<file path="src/rtl/seq_multiplier.sv">
// ---------------------------------------------------------------------------
// seq_multiplier
//
// Sequential shift-and-add multiplier. One multiplier bit is consumed per
// clock, LSB first, so a product takes WIDTH cycles after the start edge.
//
// Parameters
//   WIDTH        operand width in bits (2..32), default 4
//
// Ports
//   clk          rising-edge clock
//   rst_n        asynchronous active-low reset
//   start        operation request, only sampled while idle
//   a            multiplicand, captured at the accepted start
//   b            multiplier, captured at the accepted start
//   signed_mode  (only with SEQ_MULT_SIGNED_EN) 1 = two's complement operands
//   busy         high while the product is being accumulated
//   done         one-cycle pulse when result carries a new product
//   result       registered 2*WIDTH-bit product, held until the next done
//
// Optional feature
//   SEQ_MULT_SIGNED_EN  when defined, adds the signed_mode port and the
//                       signed (sign-extend + subtract MSB term) datapath.
// ---------------------------------------------------------------------------
module seq_multiplier #(
  parameter int WIDTH = 4
) (
  input  logic               clk,
  input  logic               rst_n,
  input  logic               start,
  input  logic [WIDTH-1:0]   a,
  input  logic [WIDTH-1:0]   b,
`ifdef SEQ_MULT_SIGNED_EN
  input  logic               signed_mode,
`endif
  output logic               busy,
  output logic               done,
  output logic [2*WIDTH-1:0] result
);

  localparam int PW = 2 * WIDTH;
  // One extra bit so the counter can represent WIDTH without wrapping.
  localparam int CW = $clog2(WIDTH) + 1;

  typedef enum logic [1:0] {
    IDLE = 2'd0,
    CALC = 2'd1,
    DONE = 2'd2
  } state_t;

  state_t          state_r;
  logic [PW-1:0]   mcand_r;    // multiplicand, already extended to PW bits
  logic [WIDTH-1:0] mplier_r;  // multiplier as captured
  logic [PW-1:0]   acc_r;
  logic [CW-1:0]   cnt_r;
`ifdef SEQ_MULT_SIGNED_EN
  logic            signed_r;
`endif

  logic [WIDTH-1:0] mplier_sh_s;
  logic             cur_bit_s;
  logic             last_s;
  logic [PW-1:0]    pp_s;
  logic [PW-1:0]    acc_next_s;
  logic [PW-1:0]    mcand_ext_s;

  // Extension of the incoming multiplicand; sign-extend only in signed mode.
  always_comb begin
    mcand_ext_s = {{WIDTH{1'b0}}, a};
`ifdef SEQ_MULT_SIGNED_EN
    if (signed_mode) begin
      mcand_ext_s = {{WIDTH{a[WIDTH-1]}}, a};
    end else begin
      mcand_ext_s = {{WIDTH{1'b0}}, a};
    end
`endif
  end

  // Partial product for the current iteration and the next accumulator value.
  always_comb begin
    // Shifting instead of indexing keeps the index width independent of CW.
    mplier_sh_s = mplier_r >> cnt_r;
    cur_bit_s   = mplier_sh_s[0];
    last_s      = (cnt_r == CW'(WIDTH - 1));
    if (cur_bit_s) begin
      pp_s = mcand_r << cnt_r;
    end else begin
      pp_s = {PW{1'b0}};
    end
`ifdef SEQ_MULT_SIGNED_EN
    // In two's complement the MSB of the multiplier has negative weight.
    if (signed_r && last_s) begin
      acc_next_s = acc_r - pp_s;
    end else begin
      acc_next_s = acc_r + pp_s;
    end
`else
    acc_next_s = acc_r + pp_s;
`endif
  end

  // Control FSM, datapath registers and registered outputs.
  always_ff @(posedge clk or negedge rst_n) begin
    if (!rst_n) begin
      state_r  <= IDLE;
      mcand_r  <= {PW{1'b0}};
      mplier_r <= {WIDTH{1'b0}};
      acc_r    <= {PW{1'b0}};
      cnt_r    <= {CW{1'b0}};
`ifdef SEQ_MULT_SIGNED_EN
      signed_r <= 1'b0;
`endif
      busy     <= 1'b0;
      done     <= 1'b0;
      result   <= {PW{1'b0}};
    end else begin
      case (state_r)
        IDLE: begin
          done <= 1'b0;
          if (start) begin
            mcand_r  <= mcand_ext_s;
            mplier_r <= b;
`ifdef SEQ_MULT_SIGNED_EN
            signed_r <= signed_mode;
`endif
            acc_r    <= {PW{1'b0}};
            cnt_r    <= {CW{1'b0}};
            busy     <= 1'b1;
            state_r  <= CALC;
          end else begin
            busy     <= 1'b0;
          end
        end
        CALC: begin
          // No early exit: zero operands still run all WIDTH iterations.
          acc_r <= acc_next_s;
          cnt_r <= cnt_r + CW'(1);
          if (last_s) begin
            result  <= acc_next_s;
            done    <= 1'b1;
            busy    <= 1'b0;
            state_r <= DONE;
          end else begin
            busy    <= 1'b1;
          end
        end
        DONE: begin
          // start is deliberately not looked at here.
          done    <= 1'b0;
          busy    <= 1'b0;
          state_r <= IDLE;
        end
        default: begin
          done    <= 1'b0;
          busy    <= 1'b0;
          state_r <= IDLE;
        end
      endcase
    end
  end

endmodule
</file>
<file path="config.mk">
export PLATFORM = sky130hd
export DESIGN_NAME = seq_multiplier
export DESIGN_NICKNAME = d
export VERILOG_FILES = /design/src/rtl/seq_multiplier.sv
export SDC_FILE = /design/constraint.sdc
export NUM_CORES = 1
export LEC_CHECK = 0
export CORE_ASPECT_RATIO = 2
export CORE_MARGIN = 2
export CORE_UTILIZATION = 58
export DETAILED_ROUTE_END_ITERATION = 16
export PLACE_DENSITY = 0.83
export SLEW_MARGIN = 20
export SYNTH_ARGS = -nofsm -noshare
export SYNTH_HDL_FRONTEND = slang
export SYNTH_SLANG_ARGS = --single-unit
</file>
<file path="constraint.sdc">
create_clock -name clk -period 6 [get_ports clk]
set_input_delay 1.2 -clock clk [delete_from_list [all_inputs] [get_ports clk]]
set_output_delay 1.2 -clock clk [all_outputs]
set_load 0.05 [all_outputs]
</file>
[Word level (Yosys, flattened, before mapping)]
Index checks and enable logic that the tools add are counted.
Operators by class
  add/sub/neg operators: 2
  multipliers: 0
  div/mod/pow operators: 0
  order comparisons: 0
  equality and inequality tests: 4
  shifts and indexed selects: 2
  mux-type cells: 13
  bitwise operators: 0
  reduce and logical (&&, ||, !) cells: 6
Operators by type and width (number)
  8-bit 2-to-1 mux: 2
  8-bit one-hot mux with 2 select lines: 1
  8-bit adder: 1
  2-bit AND reduction: 4
  4-bit by 3-bit left shift with 8-bit output: 1
  3-bit one-hot mux with 2 select lines: 1
  1-bit 2-to-1 mux: 4
  2-bit 2-to-1 mux: 2
  2-bit != test, second input constant: 2
  2-bit one-hot mux with 2 select lines: 1
  4-bit by 3-bit >> shifter with 1-bit output: 1
  3-bit by 1-bit adder with 3-bit output, second input constant: 1
  3-bit by 2-bit equality test with 1-bit output, second input constant: 1
  3-bit 2-to-1 mux: 1
  2-bit by 1-bit equality test with 1-bit output, second input constant: 1
  2-bit zero test: 1
  1-bit one-hot mux with 2 select lines: 1
  2-bit nonzero test: 1
Word-level totals
  register bits after elaboration: 31
  latch bits: 0
  RAM bits: 0
  ROM bits: 0
  input port bits: 11
  output and inout bits: 10
  word-level logic and storage cells: 35
  memories kept: 0

[Longest topological paths before layout]
  word-level depth: 4
  gate-level depth with buffers: 11
  gate-level depth less buffers: 11

[Least setup slack after synthesis]
OpenSTA, ideal clock, no wires.
  kind: reg-to-reg
  start: register cnt_r[0]
  end: register acc_r[7]
  setup time: 0.104 ns
  arrival: 2.487 ns
  required time: 5.896 ns
  setup slack: 3.409 ns
  stages on the path, launching flop included: 10
  path buffers: 0
  clock period less this slack: 2.591 ns
  cells stage by stage: dfrtp_1 -> mux2_2 -> and3_1 -> a221oi_1 -> a21oi_1 -> ha_1 -> nor2b_1 -> a311o_1 -> a311o_1 -> o311ai_1
On the way
  word-level cells in the longest chain between the ends: 4
  elaborated cells between the ends (all ways): 5
  those cells by class: 1 x add/sub; 2 x shift; 2 x mux
RTL lines
  start, declared: RTL line 55  | logic [CW-1:0] cnt_r;
  start signal, assigned: RTL line 109  | cnt_r <= {CW{1'b0}};
  start signal, assigned: RTL line 127  | cnt_r <= {CW{1'b0}};
  start signal, assigned: RTL line 137  | cnt_r <= cnt_r + CW'(1);
  4-bit by 3-bit left shift with 8-bit output or 4-bit by 3-bit >> shifter with 1-bit output (tied branches): RTL line 86, 82
  8-bit 2-to-1 mux (*): RTL line 85  | if (cur_bit_s) begin
  8-bit adder (*): RTL line 98  | acc_next_s = acc_r + pp_s;
  8-bit one-hot mux with 2 select lines (*): RTL line 117  | case (state_r)
  end signal, assigned: RTL line 108  | acc_r <= {PW{1'b0}};
  end signal, assigned: RTL line 126  | acc_r <= {PW{1'b0}};
  end signal, assigned: RTL line 136  | acc_r <= acc_next_s;
  end, declared: RTL line 54  | logic [PW-1:0] acc_r;
Mark *: on every way between the ends. The rest lies on a longest branch, timed or not.
A chain may end at the register's enable or synchronous reset.

[Final worst setup path]
  start: register cnt_r[0]
  end: register result[7]
On the way
  word-level cells in the longest chain between the ends: 3
  elaborated cells between the ends (all ways): 6
  those cells by class: 1 x add/sub; 1 x eq/ne; 2 x shift; 1 x mux; 1 x reduce/logical
RTL lines
  4-bit by 3-bit left shift with 8-bit output or 4-bit by 3-bit >> shifter with 1-bit output (tied branches): RTL line 86, 82
  8-bit 2-to-1 mux: RTL line 85
  8-bit adder: RTL line 98
  end signal, assigned: RTL line 115  | result <= {PW{1'b0}};
  end signal, assigned: RTL line 139  | result <= acc_next_s;
  end, declared: RTL line 38  | output logic [2*WIDTH-1:0] result
Several ways; a longest one is shown, not always the timed one.

==> metrics.txt <==
clock sink count=31; core footprint=between 2000 and 3000 um2; share of cells above drive strength 1=12.6%; H-tree depth=2; sequential area share after synthesis=between 40% and 50%; Worst IR Drop VDD=375 uV; Inserted Diodes=0; Via density=roughly 6.1; WL met3=between 100 and 150 um; Syn Area/Cell=10.3 um2; site row count=27; Synth Register Bits=31; setup bufs post-CTS=0; met2 wire length=2.00 mm; pin count of the biggest net entering global routing=32; die width=about 42 um; synthesized cell area=1640 um2; non-filler instance count after layout=212; Peak Freq=324 MHz; global-route wire length before repair=~6 mm; fillcell total=195; largest fanout on the critical path=13; Power per Cell Area=approximately 600 nW/um2; fin crit share=slightly above 50%; crit start category=flop; Syn Inst Count=160; Slowest-stage cell, CP=dfrtp_1; CTS tree=done; Yosys cell types=39; FF+latch area=776 um2; worst setup margin=about 3 ns; chip height=79.3 um; Pre-antenna DRT Iters=4; die area=3300 um2; ranking of synthesized cells by area=dfrtp_1, ha_1, mux2_2; Synth Flop Type=dfrtp_1; cell total after placement=205; stages on the worst setup path=9; status=finished clean; Antenna Violating Nets Remaining=0; Place WS=2.99 ns; CP peak stage delay=approximately 0.60 ns; WP buf/inv=0; RSZ-0062 raised after global routing=false; WL per Instance=around 17 um; Critical Path End Type=flop; fin nets=approximately 200; Routed WL=approximately 3.5 mm; # IOs=21; most frequent CP cell=a311o_1; cell chain of the critical path=mux2_2 > and3_1 > a221oi_1 > a21oi_1 > ha_1 > nor2b_1 > a311o_1 > a311o_1 > o211ai_1; Synth top cells by count=dfrtp_1, nand2_1, mux2_2, o21ai_0; Worst Path Required=between 6 and 7 ns; area leader, netlist=dfrtp_1; Top delay family on crit path=compound AO/OA/AOI/OAI gates; GRT Overall Usage=24.6%; hold path cells=2; TritonCTS buffer count=5; CTS root buf=clkbuf_8; most common cell in the netlist=dfrtp_1; Max Cap Viol=0; CTS clock-pin slew for the worst setup and hold paths=around 0.060 ns; post-cts resize count=0; Port Buf Inserts=20; Rel. slew slack=between 30% and 40%; worst-skew pair later-pin latency=a little under 0.3 ns; footprint of the multi-input gates=between 800 and 900 um2; M1 WL=about 1.3 mm; Setup CP Type=reg -> reg; syn nets=approximately 180; vias post-DR=approximately 1300; Starting Density=between 60% and 70%; dpl hpwl=2.65 mm; P_leak=approximately 0.87 nW; DRC Markers=0; Hold Violations, Final=0; Fin Setup TNS=0 ns; Final Power=0.00118 W; Critical Path AT=3.28 ns; Async SR Flop Fraction=between 90% and 100%; R2R cell count=9; Setup-failing EPs final=0; share of the synthesized area in the top cell type=a little under half; Iter 0 DRT Violations=46; area added between synthesis and finish=18.8%; GPL Wtd Cong=around 0.95; initial antenna violation count=0; Synth warnings=0; max layer used=met4; worst hold path class=reg -> reg; Post-CTS Hold Buffers=0; Tmin final=roughly 3.1 ns; EDFF count, synth=0; Clock Skew=~0.0029 ns; actual slew at the worst max-slew pin=roughly 0.9 ns; Pins Over Slew Limit=0; total gr overflow=0; vias in the first global route=~1300; Max Root-Sink Buffers=2
[cell type report]
class                      count  share of cell area (%)
sequential                    31                    39.7
tap                           29                    1.86
clock inverter                 1                   0.256
inverter                       9                    1.73
clock buffer                   6                    4.23
multi-input combinational    115                    41.6
timing repair buffer          21                    10.6
[through the flow]
stage | hold WS [ns] | cell area, um2 | util [%]
2_1_floorplan | 0.456 | 1640 | -
3_3_place_gp | 0.459 | 1870 | 68.2
3_5_place_dp | 0.470 | 1870 | 68.2
4_1_cts | 0.483 | 1950 | 71.4
5_1_grt | 0.500 | 1950 | 71.4
6_report | 0.476 | 1950 | 71.4
[flip-flops by register name (all words and copies together) (netlist names)]
signal / count
acc_r: 8
result: 8
mcand_r: 4
mplier_r: 4
cnt_r: 3
state_r: 2
busy: 1
done: 1
[worst register-to-register path: stages, from the launching register on]
cell      delay, ns
dfrtp_1        0.60
mux2_2         0.38
and3_1         0.23
a221oi_1       0.28
a21oi_1        0.08
ha_1           0.33
nor2b_1        0.16
a311o_1        0.44
a311o_1        0.40
o211ai_1       0.11
[kinds of logic after synthesis]
logic type      synth area share (%)
mux                             9.28
simple gates                    16.1
flops                           47.2
buf+inv                         3.42
fa+ha+maj                       8.07
compound gates                  14.4
xor+xnor                        1.60
[path summary, 6_finish.rpt]
| kind | start | endpoint | slack [ns] |
|---|---|---|---|
| worst max-delay path | cnt_r[0]$_DFFE_PN0P_ | result[7]$_DFFE_PN0P_ | 2.92 |
| worst min register to register | result[4]$_DFFE_PN0P_ | result[4]$_DFFE_PN0P_ | 0.48 |
| worst min-delay path | result[4]$_DFFE_PN0P_ | result[4]$_DFFE_PN0P_ | 0.48 |
| max in group asynchronous | rst_n | result[7]$_DFFE_PN0P_ | 4.42 |
| worst max register to register | cnt_r[0]$_DFFE_PN0P_ | result[7]$_DFFE_PN0P_ | 2.92 |
| min in group asynchronous | rst_n | result[1]$_DFFE_PN0P_ | 1.30 |
[cells in the final DEF (no fill, tap or decap), types with 4 or more instances in the layout]
cell and count:
inv_1 8, mux2_2 10, nor2_1 9, nand3_1 5
ha_1 9, clkdlybuf4s50_1 20, nand2_1 19, dfrtp_1 31
o21ai_0 10, clkbuf_8 6, mux2i_1 4, o21ai_1 6
nand2b_1 5
[routing by layer]
layer | vias up | track usage (%)
met3 | 13 | 6.36
li1 | 611 | -
met5 | - | 0
met2 | 35 | 44.2
met1 | 634 | 23.2
met4 | 0 | 17.1
[power by group]
group,switching [W],internal [W],leakage [nW]
logic,0.000375,0.000254,0.436
clock network,0.0000741,0.0000897,0.0470
registers,0.0000824,0.000308,0.384
No activity file was read; power rests on OpenSTA's default activity.
